### src/rtl/csi_rx_packet_decoder.sv
// CSI-2 receive-side packet decoder: parses FS/FE short packets and RAW14 long
// packets, checks ECC/VC/WC/CRC-16, unpacks pixels four at a time, counts lines.
module csi_rx_packet_decoder #(
  parameter logic [1:0] EXP_VC            = 2'h0,
  parameter logic [7:0] EXP_ECC           = 8'hCC,
  parameter logic [5:0] DT_RAW14          = 6'h2D,
  parameter logic [5:0] DT_FS             = 6'h00,
  parameter logic [5:0] DT_FE             = 6'h01,
  parameter int         IMAGE_LINES       = 4,
  parameter int         IMAGE_LINE_PIXELS = 16
) (
  input  logic        clk,
  input  logic        rst_n,
  input  logic [7:0]  rx_byte,
  input  logic        rx_valid,
  input  logic        rx_eop,
  output logic        fs_pulse,
  output logic        fe_pulse,
  output logic [15:0] frame_num,
  output logic        quad_valid,
  output logic [55:0] quad_pix,
  output logic        line_start,
  output logic        line_end,
  output logic [15:0] line_cnt,
  output logic        err_ecc,
  output logic        err_vc,
  output logic        err_dt,
  output logic        err_wc,
  output logic        err_len,
  output logic        err_crc,
  output logic        err_frame
);

  localparam logic [15:0] LINE_BYTES  = 16'(IMAGE_LINE_PIXELS * 14 / 8);
  localparam logic [15:0] FRAME_LINES = 16'(IMAGE_LINES);

  typedef enum logic [2:0] {
    S_IDLE,
    S_HDR,
    S_PAYLOAD,
    S_CRC,
    S_DISCARD
  } state_t;

  state_t      state;
  logic [1:0]  hdr_cnt;
  logic [7:0]  hdr_di;
  logic [7:0]  hdr_lsb;
  logic [7:0]  hdr_msb;
  logic [15:0] byte_cnt;
  logic [2:0]  grp_cnt;
  logic [7:0]  grp_buf [0:5];
  logic [15:0] crc;
  logic [7:0]  crc_lo;
  logic        crc_idx;

  logic [1:0]  hdr_vc;
  logic [5:0]  hdr_dt;
  logic [15:0] hdr_wc;
  logic        wc_ok;
  logic [55:0] quad_next;

  // Reflected CRC-16 (x^16+x^12+x^5+1), one data bit per step, LSB first.
  function automatic logic [15:0] crc_step(input logic [15:0] c, input logic [7:0] d);
    logic [15:0] r;
    r = c;
    for (int i = 0; i < 8; i++) begin
      if (r[0] ^ d[i]) r = (r >> 1) ^ 16'h8408;
      else             r = r >> 1;
    end
    return r;
  endfunction

  // NOTE: every signal here is assigned on every pass, so no latch can be
  // inferred; any future conditional logic needs a default assignment first.
  always_comb begin
    hdr_vc    = hdr_di[7:6];
    hdr_dt    = hdr_di[5:0];
    hdr_wc    = {hdr_msb, hdr_lsb};
    wc_ok     = (hdr_wc != 16'd0) && ((hdr_wc % 16'd7) == 16'd0) && (hdr_wc == LINE_BYTES);
    // Current byte is b6; b0..b5 sit in grp_buf.
    quad_next = {grp_buf[3], rx_byte[7:2],
                 grp_buf[2], rx_byte[1:0], grp_buf[5][7:4],
                 grp_buf[1], grp_buf[5][3:0], grp_buf[4][7:6],
                 grp_buf[0], grp_buf[4][5:0]};
  end

  // NOTE: all state uses non-blocking assignments so every register samples
  // pre-edge values regardless of statement order.
  always_ff @(posedge clk or negedge rst_n) begin
    if (!rst_n) begin
      state      <= S_IDLE;
      hdr_cnt    <= 2'd0;
      hdr_di     <= 8'h00;
      hdr_lsb    <= 8'h00;
      hdr_msb    <= 8'h00;
      byte_cnt   <= 16'd0;
      grp_cnt    <= 3'd0;
      // NOTE: the 6-byte group buffer is reset like ordinary flops; it is tiny
      // and keeps X out of quad_pix after a mid-packet reset.
      for (int i = 0; i < 6; i++) grp_buf[i] <= 8'h00;
      crc        <= 16'hFFFF;
      crc_lo     <= 8'h00;
      crc_idx    <= 1'b0;
      fs_pulse   <= 1'b0;
      fe_pulse   <= 1'b0;
      frame_num  <= 16'd0;
      quad_valid <= 1'b0;
      quad_pix   <= 56'd0;
      line_start <= 1'b0;
      line_end   <= 1'b0;
      line_cnt   <= 16'd0;
      err_ecc    <= 1'b0;
      err_vc     <= 1'b0;
      err_dt     <= 1'b0;
      err_wc     <= 1'b0;
      err_len    <= 1'b0;
      err_crc    <= 1'b0;
      err_frame  <= 1'b0;
    end else begin
      fs_pulse   <= 1'b0;
      fe_pulse   <= 1'b0;
      quad_valid <= 1'b0;
      line_start <= 1'b0;
      line_end   <= 1'b0;
      err_ecc    <= 1'b0;
      err_vc     <= 1'b0;
      err_dt     <= 1'b0;
      err_wc     <= 1'b0;
      err_len    <= 1'b0;
      err_crc    <= 1'b0;
      err_frame  <= 1'b0;

      if (rx_valid) begin
        unique case (state)
          S_IDLE, S_HDR: begin
            if (hdr_cnt != 2'd3) begin
              unique case (hdr_cnt)
                2'd0:    hdr_di  <= rx_byte;
                2'd1:    hdr_lsb <= rx_byte;
                default: hdr_msb <= rx_byte;
              endcase
              if (rx_eop) begin
                err_len <= 1'b1;
                hdr_cnt <= 2'd0;
                state   <= S_IDLE;
              end else begin
                hdr_cnt <= hdr_cnt + 2'd1;
                state   <= S_HDR;
              end
            end else begin
              hdr_cnt <= 2'd0;
              if (rx_byte != EXP_ECC) begin
                err_ecc <= 1'b1;
                state   <= rx_eop ? S_IDLE : S_DISCARD;
              end else if (hdr_vc != EXP_VC) begin
                err_vc <= 1'b1;
                state  <= rx_eop ? S_IDLE : S_DISCARD;
              end else if (hdr_dt == DT_FS || hdr_dt == DT_FE) begin
                frame_num <= hdr_wc;
                if (hdr_dt == DT_FS) begin
                  fs_pulse <= 1'b1;
                  line_cnt <= 16'd0;
                end else begin
                  fe_pulse <= 1'b1;
                  if (line_cnt != FRAME_LINES) err_frame <= 1'b1;
                end
                state <= rx_eop ? S_IDLE : S_HDR;
              end else if (hdr_dt == DT_RAW14) begin
                if (!wc_ok) begin
                  err_wc <= 1'b1;
                  state  <= rx_eop ? S_IDLE : S_DISCARD;
                end else if (rx_eop) begin
                  // Burst ends before any payload: a truncated packet.
                  err_len <= 1'b1;
                  state   <= S_IDLE;
                end else begin
                  line_start <= 1'b1;
                  byte_cnt   <= hdr_wc;
                  grp_cnt    <= 3'd0;
                  crc        <= 16'hFFFF;
                  state      <= S_PAYLOAD;
                end
              end else begin
                err_dt <= 1'b1;
                state  <= rx_eop ? S_IDLE : S_DISCARD;
              end
            end
          end

          S_PAYLOAD: begin
            crc      <= crc_step(crc, rx_byte);
            byte_cnt <= byte_cnt - 16'd1;
            if (grp_cnt == 3'd6) begin
              quad_pix   <= quad_next;
              quad_valid <= 1'b1;
              grp_cnt    <= 3'd0;
            end else begin
              grp_buf[grp_cnt] <= rx_byte;
              grp_cnt          <= grp_cnt + 3'd1;
            end
            if (rx_eop) begin
              err_len <= 1'b1;
              state   <= S_IDLE;
            end else if (byte_cnt == 16'd1) begin
              crc_idx <= 1'b0;
              state   <= S_CRC;
            end
          end

          S_CRC: begin
            if (!crc_idx) begin
              crc_lo  <= rx_byte;
              crc_idx <= 1'b1;
              if (rx_eop) begin
                err_len <= 1'b1;
                crc_idx <= 1'b0;
                state   <= S_IDLE;
              end
            end else begin
              crc_idx <= 1'b0;
              if ({rx_byte, crc_lo} == crc) begin
                line_end <= 1'b1;
                line_cnt <= line_cnt + 16'd1;
              end else begin
                err_crc <= 1'b1;
              end
              state <= rx_eop ? S_IDLE : S_HDR;
            end
          end

          S_DISCARD: begin
            if (rx_eop) state <= S_IDLE;
          end

          default: state <= S_IDLE;
        endcase
      end
    end
  end

endmodule

### config.mk
export PLATFORM = sky130hd
export DESIGN_NAME = csi_rx_packet_decoder
export DESIGN_NICKNAME = d
export VERILOG_FILES = /design/src/rtl/csi_rx_packet_decoder.sv
export SDC_FILE = /design/constraint.sdc
export NUM_CORES = 1
export LEC_CHECK = 0
export CAP_MARGIN = 10
export CORE_MARGIN = 8
export CORE_UTILIZATION = 42
export CTS_CLUSTER_DIAMETER = 60
export DETAILED_ROUTE_END_ITERATION = 10
export MAX_ROUTING_LAYER = met4
export SETUP_SLACK_MARGIN = 0.1
export SKIP_CTS_REPAIR_TIMING = 1
export SLEW_MARGIN = 20
export SYNTH_ARGS = -nofsm -noshare
export SYNTH_HDL_FRONTEND = slang
export SYNTH_SLANG_ARGS = --single-unit
### constraint.sdc
create_clock -name clk -period 3.9 [get_ports clk]
set_clock_uncertainty 0.2 [all_clocks]
set_input_delay 0.78 -clock clk [delete_from_list [all_inputs] [get_ports clk]]
set_output_delay 0.78 -clock clk [all_outputs]
set_load 0.03 [all_outputs]
[Word-level counts from Yosys, hierarchy flattened]
Index checks and enable logic that the tools add are counted.
Word-level totals
  input bits: 12
  register bits after elaboration: 221
Operators by class
  $add $sub $neg: 4
  magnitude comparators: 2
  reductions and logical operators: 27
  muxes and demuxes: 154
  bitwise operators: 23
  equal/unequal tests: 28
  divide/modulo/power cells: 1
Operator list (count)
  $mux 16: 43
  $pmux 16 s2: 3
  $mux 1: 79
  $mux 3: 19
  $bwmux 48: 1
  $ne 2x2->1 const B: 14
  $demux 8 s3: 1
  $not 2->3: 8
  $reduce_and 9->1: 2
  $add 16x1->16 const B: 1
  $eq 16x1->1 const B: 1
  $eq 16x16->1: 1
  $eq 16x5->1 const B: 1
  $logic_not 16->1: 1
  $mod 16x3->16 const B: 1
  $ne 16x3->1 const B: 1
  $reduce_and 4->1: 4
  $reduce_bool 16->1: 1
  $sub 16x1->16 const B: 1
  $pmux 3 s4: 1
  $reduce_and 3->1: 3
  $mux 8: 1
  $ne 8x8->1 const B: 1
  $reduce_bool 2->1: 4
  26 further kinds: 46

[Logic depth before layout (Yosys ltp)]
Gate-level depths: netlist of the first run.
  depth after elaboration: 31
  mapped depth: 14

[Worst setup path after synthesis of the first run]
Ideal clock, no wire load.
  path kind: input -> register
  start: input port rx_byte[4]
  end: register line_cnt[11]
  path buffers: 1
  slack: 0.567 ns
  stages: 12
  required time: 3.623 ns
  data arrival time: 3.055 ns
  path through: nor3_1 > nand4_1 > nor3_1 > nand2_1 > nand2_1 > o211ai_1 > nor2_1 > nand4_1 > or2_2 > clkbuf_1 > or3_1 > a21oi_1
Between the ends
  longest elaborated chain between the ends: 3
  elaborated cells on any way between the ends: 5
  classes of those cells: 4 x eq/ne; 1 x reduce/logical
RTL lines
  start: declaration: line 14  | input logic [7:0] rx_byte,
  $eq 16x16->1 / $ne 8x8->1 (equally long branches): line 222, 153
  $ne 2x2->1 (no line)
  $reduce_and 9->1 (no line) *
  end signal: assignment: line 224  | line_cnt <= line_cnt + 16'd1;
  end: declaration: line 24  | output logic [15:0] line_cnt,
Every way passes the cells marked *; elsewhere a longest branch is shown, timed or not.
A chain may end at the register's enable or synchronous reset.

[Worst setup path after layout of the first run]
  start: input port rx_byte[4]
  end: register line_cnt[13]
The elaborated chain is that of the path after synthesis.

==> impl_metrics.json, run 1 <==
{
  "outcome": "finished clean",
  "required_ns": 4.14,
  "ir_drop_v": 0.000300,
  "synth_area_um2": 9660,
  "crit_cells": 12,
  "fin_tns_setup_ns": 0,
  "path_clk_slew_ns": 0.06,
  "crit_slowest_cell": "clkdlybuf4s50_1",
  "clock_sinks": 221,
  "seqCellArea_um2": 5550,
  "internal_power_uw": 3940,
  "wl_um": 23400,
  "drcViolationCount": 0,
  "post_synth_num_cell_types": 45,
  "coreArea_um2": 22600,
  "dp.cells": 1281,
  "slew_violations": 0,
  "yosys.area.top_type": "dfrtp_1",
  "async_reset_ff_frac": 1.00,
  "relSlewSlack": 0.508,
  "die_x_um": 168,
  "synth-seq-cells": 221,
  "yosys_warnings": 0,
  "drtAntennaViolNets": 0,
  "tritoncts": "built",
  "p_seq_frac": 0.498,
  "grt_usage": 0.173,
  "drv_cap": 0,
  "cts_root_buffer": "clkbuf_16",
  "crit_chain": "clkdlybuf4s50_1, buf_4, xor2_1, nor4_1, nand4_1, o22a_1, nor2_1, buf_4, nand4_1, or2_2, or3_1, a21oi_1",
  "grt_setup_unrepaired": "false",
  "dp_hpwl_um": 15900,
  "worstMarginPinSlew_ns": 0.732,
  "period_needed_ns": 3.29,
  "ys_seq_area_frac": 0.575,
  "die_y_um": 168,
  "critical_path.max_fanout": 8,
  "hp-class": "input port to async pin",
  "swShare": 0.250,
  "ioPinCount": 112,
  "clock_path_buffers": 3,
  "portBuffers": 111,
  "grt_pass1_vias": 6980,
  "nets": 1042,
  "syn_area_per_cell_um2": 10.5,
  "drive_above_1_share": 0.182,
  "drt-initial-drc-count": 483,
  "synthTopCellsByArea": "dfrtp_1 53%, mux2_2 11%, nand2_1 8.0%, dfstp_2 4.4%, xor2_1 2.4%",
  "final_cells": 1327,
  "utilization": 0.526,
  "area_growth_pct": 23.4,
  "leakage_uw": 0.00568,
  "holdWs_ns": 0.0913,
  "vias": 6843,
  "synth_ff_type": "dfrtp_1",
  "synth_edf_count": 0,
  "max_freq_mhz": 304,
  "post_dp_cell_area_um2": 11100,
  "clk_latency_ns": 0.51,
  "n_fill_cell": 2050,
  "multi_input_area_um2": 3760,
  "htreeDepth": 1,
  "syn_inst": 920,
  "finalInstanceArea_um2": 11900,
  "grt-ovfl-total": 0,
  "wl_per_cell_um": 17.6,
  "fin_crit_sh": 0.845,
  "yosys.area.top_type_share": 0.531,
  "grt_max_degree": 93,
  "gp_congestion": 0.830,
  "p_comb_frac": 0.085,
  "insertedDiodeCount": 0,
  "finalSetupViolCount": 0,
  "path_delay_family": "simple AND/OR/NAND/NOR gates",
  "pwr-share-clk": 0.417,
  "path_buf_inv": 3,
  "cts_buffers": 25,
  "syn-num-nets": 939,
  "grt_pass1_wl_um": 38500,
  "finalHoldViolations": 0,
  "path_class": "input port to flop",
  "start_kind": "input port",
  "worstPathArrival_ns": 3.53,
  "initial_core_util": 0.427,
  "p_per_area_nw_per_um2": 441,
  "drtPass1Iterations": 4,
  "max_stage_delay_ns": 0.47,
  "rows": 55,
  "crit_path_end_kind": "flop",
  "p_sw_uw": 1310,
  "via_per_inst": 5.16,
  "r2r_cells": 13,
  "die_area_um2": 28100,
  "antenna_found_initial": 0
}
[final timing paths]
check / startpoint / to / slack (ns)
worst max-delay path: rx_byte[4] / line_cnt[13] / 0.61
worst min-delay path: rst_n / frame_num[9] / 0.09
worst max register to register: hdr_lsb[1] / crc[3] / 0.69
worst min register to register: grp_buf[20] / quad_pix[52] / 0.26
max in group asynchronous: rst_n / line_cnt[11] / 2.60
min in group clk: grp_buf[20] / quad_pix[52] / 0.26
[cells by family (layout without fill, tap and decap cells)]
group / count (synthesis) / count (layout) / share of synthesized area
AND/OR/NAND/NOR: 360 / 360 / 0.163
flip-flops: 221 / 221 / 0.575
AO/OA/AOI/OAI: 100 / 100 / 0.0592
multiplexers: 96 / 96 / 0.112
buffers and inverters: 87 / 209 / 0.0380
XOR/XNOR: 49 / 49 / 0.0444
adder cells (fa/ha/maj): 7 / 7 / 0.00907
[cells in the mapped netlist (7+ instances only)]
cell type and number:
nand2_1 207, dfrtp_1 205, mux2_2 96, clkbuf_1 54, nor2_1 54, o21ai_0 41, xor2_1 26, a21oi_1 25
nor3_1 23, xnor2_1 23, inv_1 20, nand3_1 17, dfstp_2 16, a31oi_1 13, or3_1 10, nand4_1 9
nor4_1 9, ha_1 7
[flip-flops by register name, indices dropped and copies added, names as in the netlist, 2 cells and up]
signal,count
quad_pix,56
crc,16
line_cnt,16
hdr_cnt,2
hdr_di,8
grp_cnt,3
grp_buf,48
crc_lo,8
hdr_lsb,8
hdr_msb,8
byte_cnt,16
state,3
frame_num,16
[per-layer routing]
layer	global-route usage	vias to the layer above	routed length [µm]
met5	-	-	0
met4	0.0415	0	367
met3	0.0275	30	919
met2	0.266	119	10900
met1	0.236	3408	11200
li1	-	3286	-
[metrics by stage]
stage | total power (µW) | worst slack, ns
after detailed placement | 3110 | 0.0664
after global routing | 5490 | 0.268
after global placement | 3100 | 0.127
after CTS | 5330 | 0.585
after floorplan | 2970 | 0.567
final | 5250 | 0.606
[power by group through the flow]
stage | logic (µW) | clock network (µW) | registers, µW
floorplan | 432 | 0 | 2540
global placement | 442 | 0 | 2660
detailed placement | 451 | 0 | 2660
CTS | 454 | 2260 | 2620
global route | 500 | 2350 | 2640
finish | 446 | 2190 | 2620
[layout make-up]
cell class | instances | share of cell area
multi-input cells | 612 | 0.315
well taps | 285 | 0.0299
inverters | 20 | 0.00630
flip-flops and latches | 221 | 0.466
clock inverters | 7 | 0.00378
clock buffers | 39 | 0.0611
repair buffers | 143 | 0.118
[worst reg2reg max path, cell delays in order (launching register included)]
cell     delay [ns]
dfrtp_1        0.45
nor2_1         0.14
nand3_1        0.09
nor4_1         0.25
nand4_1        0.24
or3_1          0.37
inv_1          0.08
nand3_1        0.15
nor3_1         0.17
a21o_1         0.12
and3_1         0.35
buf_4          0.32
nor2_1         0.07
a31oi_1        0.15
[layout by cell type (no fill, tap or decap), types with 10 or more instances in the layout]
cell and instances:
clkdlybuf4s50_1 110, nor2_1 54, a21oi_1 25, inv_1 20, nor3_1 22, xnor2_1 23, dfstp_2 16, dfrtp_1 205
nand3_1 16, or3_1 10, nand2_1 207, a31oi_1 13, mux2_2 96, xor2_1 26, clkbuf_16 25, buf_4 28
o21ai_0 41
(Power assumes the default switching activity.)
==> run 2: changes to the inputs <==
Clock period 3.9 ns to 3.1 ns, I/O delays scaled along.
==> run 2 against run 1 <==
  * Flip-flop and latch count unchanged
  * Final area up 2.4%
  * Final cell count grew 1.8%
  * Clock power is 29% higher
  * Sequential power increased by 24%
  * Routed wire length shrank 0.35%
  * Global-route usage down 0.14 points
  * Total power is 27% higher
  * Worst setup slack got worse by 0.33 ns
  * Critical path depth up 2
  * Largest power group unchanged
==> impl_metrics.json, run 2 (synthesized netlist as in run 1, its figures left out) <==
{
  "clk_latency_ns": 0.53,
  "path_clk_slew_ns": 0.06,
  "finalSetupViolCount": 0,
  "rows": 55,
  "outcome": "finished clean",
  "met3_usage": 0.0268,
  "path_class": "flop to flop",
  "grt_max_degree": 80,
  "vias": 6896,
  "worstPathArrival_ns": 3.01,
  "p_total_uw": 6700,
  "insertedDiodeCount": 0,
  "portBuffers": 111,
  "grt_use_met2": 0.266,
  "gp_congestion": 0.895,
  "crit_path_end_kind": "flop",
  "die_x_um": 168,
  "dp_slack_ns": -0.328,
  "path_buf_inv": 2,
  "die_y_um": 168,
  "crit_chain": "nor2_1, nand3_1, nor4_2, nand4_1, or3_1, inv_1, nand3_1, nor3_2, a21o_1, and3_1, buf_4, o21ai_0, nand2_1, o21ai_0",
  "grt_pass1_vias": 7002,
  "nets": 1065,
  "fin_crit_sh": 0.911,
  "largest-register": "quad_pix",
  "drcViolationCount": 0,
  "drive_above_1_share": 0.204,
  "max_stage_delay_ns": 0.40,
  "slew_violations": 0,
  "wl_per_cell_um": 17.2,
  "largest_reg_flops": 56,
  "p_per_area_nw_per_um2": 549,
  "final_common_cell": "nand2_1",
  "cts_root_buffer": "clkbuf_16",
  "gr-max-usage-layer": "met2",
  "gr-usage-met1": 0.232,
  "hp-class": "flop to flop",
  "via_per_inst": 5.10,
  "rrSetupSlack_ns": 0.28,
  "max_freq_mhz": 354,
  "r2r_end": "byte_cnt[9]",
  "drtPass1Iterations": 5,
  "area_growth_pct": 26.3,
  "cts_buffers": 26,
  "crit_slowest_cell": "dfrtp_1",
  "crit_cells": 14,
  "drtAntennaViolNets": 0,
  "period_needed_ns": 2.82,
  "setup_slack_ns": 0.276,
  "wl_um": 23300,
  "drv_cap": 0,
  "finalHoldViolations": 0,
  "coreArea_um2": 22600,
  "relSlewSlack": 0.569,
  "grt_setup_unrepaired": "true",
  "r2r_cells": 14,
  "path_delay_family": "simple AND/OR/NAND/NOR gates",
  "tritoncts": "built",
  "clock_path_buffers": 3,
  "ir_drop_v": 0.000437,
  "reg_top3": "quad_pix: 56 flops, grp_buf: 48 flops",
  "ioPinCount": 112,
  "grt-ovfl-total": 0,
  "die_area_um2": 28100,
  "htreeDepth": 1,
  "critical_path.max_fanout": 15,
  "clock_sinks": 221,
  "leakage_uw": 0.00585,
  "grt_pass1_wl_um": 38400,
  "drt-initial-drc-count": 514,
  "worstMarginPinSlew_ns": 0.647,
  "reg2reg_from": "hdr_lsb[0]",
  "critPathCapture": "byte_cnt[9]",
  "start_kind": "flop",
  "initial_core_util": 0.427,
  "antenna_found_initial": 1,
  "crit_start": "hdr_lsb[0]",
  "final_cell_mix": "207 x nand2_1, 205 x dfrtp_1, 107 x clkdlybuf4s50_1, 96 x mux2_2, 53 x nor2_1",
  "required_ns": 3.29,
  "grt_usage": 0.171,
  "dp_hpwl_um": 15800
}
run 2: how the worst min path moves through the flow:
stage	from	end	slack [ns]	depth (start not counted)
after floorplan	rst_n	byte_cnt[0]	0.12	0
after global placement	grp_buf[29]	quad_pix[39]	0.24	2
after detailed placement	grp_buf[31]	quad_pix[41]	0.25	2
after CTS	rst_n	hdr_msb[0]	-0.09	1
after global routing	grp_buf[41]	quad_pix[7]	0.27	2
final	grp_buf[41]	quad_pix[7]	0.26	2
run 2: layout make-up:
type                    instances  area, µm²
multi-input cells             612       3780
well taps                     285        357
fillers                      2017      10400
flip-flops and latches        221       5550
repair buffers                165       1630
inverters                      20       75.1
clock inverters                 8       66.3
clock buffers                  40        743
run 2: worst reg2reg max path: stages (launching register included):
cell and delay, ns:
dfrtp_1 0.40, nor2_1 0.09, nand3_1 0.10, nor4_2 0.21, nand4_1 0.23, or3_1 0.35
inv_1 0.07, nand3_1 0.11, nor3_2 0.12, a21o_1 0.11, and3_1 0.21, buf_4 0.22
o21ai_0 0.12, nand2_1 0.08, o21ai_0 0.07
run 2: through the flow:
stage | instances | setup TNS, ns | cell area, µm² | hold slack (ns) | utilization
after floorplan | 920 | 0 | 9670 | 0.124 | -
after global placement | 1300 | -7.42 | 11300 | 0.243 | 0.501
after detailed placement | 1300 | -8.99 | 11300 | 0.247 | 0.501
after CTS | 1348 | 0 | 12100 | -0.0937 | 0.536
after global routing | 1351 | 0 | 12200 | 0.270 | 0.539
final | 1351 | 0 | 12200 | 0.258 | 0.539
run 2: power by group:
| group | total [µW] | internal [µW] | switching, µW |
|---|---|---|---|
| registers | 3250 | 3060 | 184 |
| logic | 620 | 309 | 311 |
| clock network | 2830 | 1660 | 1170 |
run 2: per-layer routing:
layer	vias up	share of wire
met5	-	0
met4	0	0.017
met3	35	0.052
met2	149	0.46
met1	3371	0.47
li1	3341	-
==> run 3: changes to the inputs <==
Settings changed: PLACE_DENSITY set to 0.73.
==> run 3 against run 2 <==
  * Clock power is 5% lower
  * Via count is 1.3% higher
  * Total power is 2.1% lower
  * Final area is 0.67% lower
  * Sequential share of layout area is 0.31 points higher
  * Critical path depth is 3 lower
  * Hold slack better by 0.0013 ns
  * Final cell count is 0.89% lower
  * Fmax is 0.31% lower
  * Sequential power hardly changed
  * Combinational power is 3% lower
  * Largest cell class unchanged
  * Highest routed layer unchanged
==> impl_metrics.json, run 3 (synthesized netlist as in run 1, its figures left out) <==
{
  "outcome": "finished clean",
  "reg_top3": "quad_pix: 56 flops, grp_buf: 48 flops",
  "relSlewSlack": 0.632,
  "min-delay-start": "grp_buf[45]",
  "rows": 55,
  "final_cells": 1339,
  "vias": 6985,
  "die_area_um2": 28100,
  "drv_cap": 0,
  "clock_sinks": 221,
  "dp_slack_ns": -0.292,
  "clock_path_buffers": 3,
  "drive_above_1_share": 0.202,
  "critPathCapture": "line_cnt[11]",
  "hp-class": "flop to flop",
  "antenna_found_initial": 0,
  "gp_congestion": 0.886,
  "die_y_um": 168,
  "die_x_um": 168,
  "path_class": "input port to flop",
  "critical_path.max_fanout": 8,
  "drt-initial-drc-count": 496,
  "portBuffers": 111,
  "fin_crit_sh": 0.914,
  "setup_slack_ns": 0.267,
  "grt_setup_unrepaired": "false",
  "required_ns": 3.34,
  "r2r_cells": 13,
  "period_needed_ns": 2.83,
  "drtPass1Iterations": 5,
  "crit_path_end_kind": "flop",
  "finalInstanceArea_um2": 12100,
  "worstPathArrival_ns": 3.07,
  "cts_root_buffer": "clkbuf_16",
  "via_per_inst": 5.22,
  "clk_latency_ns": 0.52,
  "seqCellArea_um2": 5550,
  "n_fill_cell": 1956,
  "htreeDepth": 1,
  "insertedDiodeCount": 0,
  "multi_input_area_um2": 3780,
  "slew_violations": 0,
  "wl_um": 23100,
  "fin_tns_setup_ns": 0,
  "ioPinCount": 112,
  "r2r_end": "crc[9]",
  "finalSetupViolCount": 0,
  "wl_per_cell_um": 17.3,
  "grt_pass1_vias": 7003,
  "dp.cells": 1295,
  "worstMarginPinSlew_ns": 0.552,
  "max_freq_mhz": 353,
  "nets": 1058,
  "drtAntennaViolNets": 0,
  "cts_buffers": 23,
  "leakage_uw": 0.00580,
  "holdWs_ns": 0.260,
  "finalHoldViolations": 0,
  "post_dp_cell_area_um2": 11300,
  "largest_reg_flops": 56,
  "initial_core_util": 0.427,
  "crit_start": "rx_byte[7]",
  "final_cell_mix": "207 x nand2_1, 205 x dfrtp_1, 107 x clkdlybuf4s50_1, 96 x mux2_2, 53 x nor2_1",
  "dp_hpwl_um": 15600,
  "rrSetupSlack_ns": 0.28,
  "p_per_area_nw_per_um2": 541,
  "largest-register": "quad_pix",
  "grt_usage": 0.169,
  "grt-ovfl-total": 0,
  "grt_max_degree": 68,
  "drcViolationCount": 0,
  "reg2reg_from": "hdr_msb[4]",
  "start_kind": "input port",
  "final_common_cell": "nand2_1",
  "grt_pass1_wl_um": 37800,
  "path_clk_slew_ns": 0.06,
  "area_growth_pct": 25.5,
  "tritoncts": "built",
  "coreArea_um2": 22600,
  "ir_drop_v": 0.000365
}
==> run 3: final cells by class <==
type | instances | share of cell area
flip-flops and latches | 221 | 0.458
inverters | 20 | 0.00619
repair buffers | 161 | 0.133
clock buffers | 28 | 0.0523
clock inverters | 12 | 0.00867
multi-input cells | 612 | 0.312
well taps | 285 | 0.0294
==> run 3: critical path, cell delays in order <==
cell	delay (ns)
clkdlybuf4s50_1	0.42
buf_4	0.15
xor2_1	0.15
nor4_1	0.21
nand4_1	0.24
o22a_1	0.24
nor2_2	0.16
nand4_1	0.13
or2_4	0.28
or3_1	0.31
a21oi_1	0.15
==> run 3: layer usage <==
metal | share of wire | vias up | global-route usage
li1 | - | 3317 | -
met1 | 0.45 | 3465 | 0.224
met2 | 0.47 | 173 | 0.265
met3 | 0.058 | 30 | 0.0313
met4 | 0.016 | 0 | 0.0404
met5 | 0 | - | -
==> run 3: worst min-delay path by stage <==
stage	cells past startpoint	to
2_1_floorplan	0	byte_cnt[0]
3_3_place_gp	2	quad_pix[1]
3_5_place_dp	2	quad_pix[8]
4_1_cts	1	quad_pix[20]
5_1_grt	2	quad_pix[52]
6_report	2	quad_pix[11]
==> run 3: metrics by stage <==
stage / util / total power, µW
2_1_floorplan: - / 3740
3_3_place_gp: 0.500 / 3870
3_5_place_dp: 0.500 / 3890
4_1_cts: 0.533 / 6580
5_1_grt: 0.535 / 6820
6_report: 0.535 / 6560
==> run 3: power by group <==
part | internal (µW) | leakage, µW | switching [µW]
Clock | 1550 | 0.000369 | 1140
Combinational | 301 | 0.00252 | 300
Sequential | 3060 | 0.00292 | 209
Total | 4910 | 0.00580 | 1650
==> RTL edit: new RTL, flow settings as in run 3 <==
Add an input register stage for `rx_byte`; this delays it by one clock. The other inputs are not delayed to match.
--- a/src/rtl/csi_rx_packet_decoder.sv
+++ b/src/rtl/csi_rx_packet_decoder.sv
@@ -42,6 +42,12 @@
     S_DISCARD
   } state_t;
 
+  logic [7:0] rx_byte_q;
+
+  always_ff @(posedge clk) begin
+    rx_byte_q <= rx_byte;
+  end
+
   state_t      state;
   logic [1:0]  hdr_cnt;
   logic [7:0]  hdr_di;
@@ -79,8 +85,8 @@
     hdr_wc    = {hdr_msb, hdr_lsb};
     wc_ok     = (hdr_wc != 16'd0) && ((hdr_wc % 16'd7) == 16'd0) && (hdr_wc == LINE_BYTES);
     // Current byte is b6; b0..b5 sit in grp_buf.
-    quad_next = {grp_buf[3], rx_byte[7:2],
-                 grp_buf[2], rx_byte[1:0], grp_buf[5][7:4],
+    quad_next = {grp_buf[3], rx_byte_q[7:2],
+                 grp_buf[2], rx_byte_q[1:0], grp_buf[5][7:4],
                  grp_buf[1], grp_buf[5][3:0], grp_buf[4][7:6],
                  grp_buf[0], grp_buf[4][5:0]};
   end
@@ -136,9 +142,9 @@
           S_IDLE, S_HDR: begin
             if (hdr_cnt != 2'd3) begin
               unique case (hdr_cnt)
-                2'd0:    hdr_di  <= rx_byte;
-                2'd1:    hdr_lsb <= rx_byte;
-                default: hdr_msb <= rx_byte;
+                2'd0:    hdr_di  <= rx_byte_q;
+                2'd1:    hdr_lsb <= rx_byte_q;
+                default: hdr_msb <= rx_byte_q;
               endcase
               if (rx_eop) begin
                 err_len <= 1'b1;
@@ -150,7 +156,7 @@
               end
             end else begin
               hdr_cnt <= 2'd0;
-              if (rx_byte != EXP_ECC) begin
+              if (rx_byte_q != EXP_ECC) begin
                 err_ecc <= 1'b1;
                 state   <= rx_eop ? S_IDLE : S_DISCARD;
               end else if (hdr_vc != EXP_VC) begin
@@ -189,14 +195,14 @@
           end
 
           S_PAYLOAD: begin
-            crc      <= crc_step(crc, rx_byte);
+            crc      <= crc_step(crc, rx_byte_q);
             byte_cnt <= byte_cnt - 16'd1;
             if (grp_cnt == 3'd6) begin
               quad_pix   <= quad_next;
               quad_valid <= 1'b1;
               grp_cnt    <= 3'd0;
             end else begin
-              grp_buf[grp_cnt] <= rx_byte;
+              grp_buf[grp_cnt] <= rx_byte_q;
               grp_cnt          <= grp_cnt + 3'd1;
             end
             if (rx_eop) begin
@@ -210,7 +216,7 @@
 
           S_CRC: begin
             if (!crc_idx) begin
-              crc_lo  <= rx_byte;
+              crc_lo  <= rx_byte_q;
               crc_idx <= 1'b1;
               if (rx_eop) begin
                 err_len <= 1'b1;
@@ -219,7 +225,7 @@
               end
             end else begin
               crc_idx <= 1'b0;
-              if ({rx_byte, crc_lo} == crc) begin
+              if ({rx_byte_q, crc_lo} == crc) begin
                 line_end <= 1'b1;
                 line_cnt <= line_cnt + 16'd1;
               end else begin
Formal check against the unedited RTL: no difference found for any inputs over 4 cycles, from zero or initial values and one cycle with rst_n low; that may be too few to reach the edited logic, so the function may still have changed.
==> RTL edit against run 3 <==
Area after synthesis rose by 1.7%. Largest cell class unchanged. Worst setup slack worse by 0.063 ns. Global-route usage is 0.49 points higher. Sequential cell count rose by 8. Wire length up 3.5%. Sequential share of layout area down 0.18 points. Design area grew 3.3%.
Power is not compared: it rests on default switching activity, and its combinational part moved more than twofold at a synthesized area within 25%.
==> RTL edit: results <==
[min_path]
min_to = quad_pix[13]
worstHoldStart = grp_buf[47]

[global_route]
grtUsageMet2_pct = 27.77
globalRouteMet1Util_pct = 22.87
grt_max_degree = 72
grt_pass1_wl_um = 39390

[place]
port_buffers = 111
hpwl_um = 16040
place_congestion = 0.8964

[logic_synthesis]
ys_top_cells_by_count = nand2_1 (209), dfrtp_1 (205), mux2_2 (96)
ys_seq_area_share_pct = 58.15
synth_cell_types = 52
ys_top_cells_by_area = dfrtp_1 (52%), mux2_2 (11%), nand2_1 (8.0%)

[route]
drt-total-wl_um = 23930
firstDrtPassIters = 7
dr_total_vias = 7175

[clock_network]
cts_made_buffers = 26

[critical_path]
reg2reg_depth = 10
timing.rr.end = line_cnt[14]
startpoint = hdr_di[1]
rrSetupSlack_ns = 0.20
slowest_delay_ns = 0.56
path_max_fanout = 6
slowest_stage = or4_4

[sta]
slew_headroom_pct = 58.60
whs_ns = 0.2424

[final_layout]
drive_gt1_share_pct = 21.37
final_nets = 1061

[status]
status = completed
RTL edit: changes by cell type after synthesis, sizes merged, moves of 4 or more:
cell	delta
xor2	+4
nor4	+4
dfxtp	+8
xnor2	-4
nand3	-4
buf	+4
inv	-8
RTL edit: layer usage:
metal / wire (µm) / vias up
met5: 0 / -
met4: 317 / 0
met3: 1502 / 38
met2: 11350 / 210
met1: 10760 / 3571
li1: - / 3356
RTL edit: cell type report:
cell class,count,area [µm²],share of cell area [%]
Tap cell,319,399.1,3.187
Clock inverter,18,274.0,2.188
Clock buffer,30,675.6,5.396
Sequential cell,229,5712,45.61
Inverter,13,48.80,0.3897
Multi-Input combinational cell,614,3879,30.98
Timing Repair Buffer,158,1534,12.25
RTL edit: power groups by stage:
stage               registers [W]  clock network (W)  logic, W
floorplan                 0.00417                  0   0.00186
global placement          0.00432                  0   0.00228
detailed placement        0.00434                  0   0.00234
CTS                       0.00430            0.00339   0.00237
global route              0.00443            0.00352   0.00266
finish                    0.00433            0.00333   0.00240
RTL edit: stage by stage:
step                      area (µm²)  setup TNS (ns)  setup slack, ns  cells
after floorplan                 9824               0           0.1914    926
after global placement         11440               0        0.0008049   1328
after detailed placement       11440         -0.1870         -0.09661   1328
after CTS                      12390         -0.2633          -0.1319   1376
after global routing           12520               0          0.03659   1381
final                          12520               0           0.2043   1381
RTL edit: cells by family after synthesis:
logic type / synth area share [%]
multiplexers: 11.01
buffers and inverters: 3.479
AND/OR/NAND/NOR: 15.97
AO/OA/AOI/OAI: 6.129
adder cells (fa/ha/maj): 0.8919
flip-flops: 58.15
XOR/XNOR: 4.371
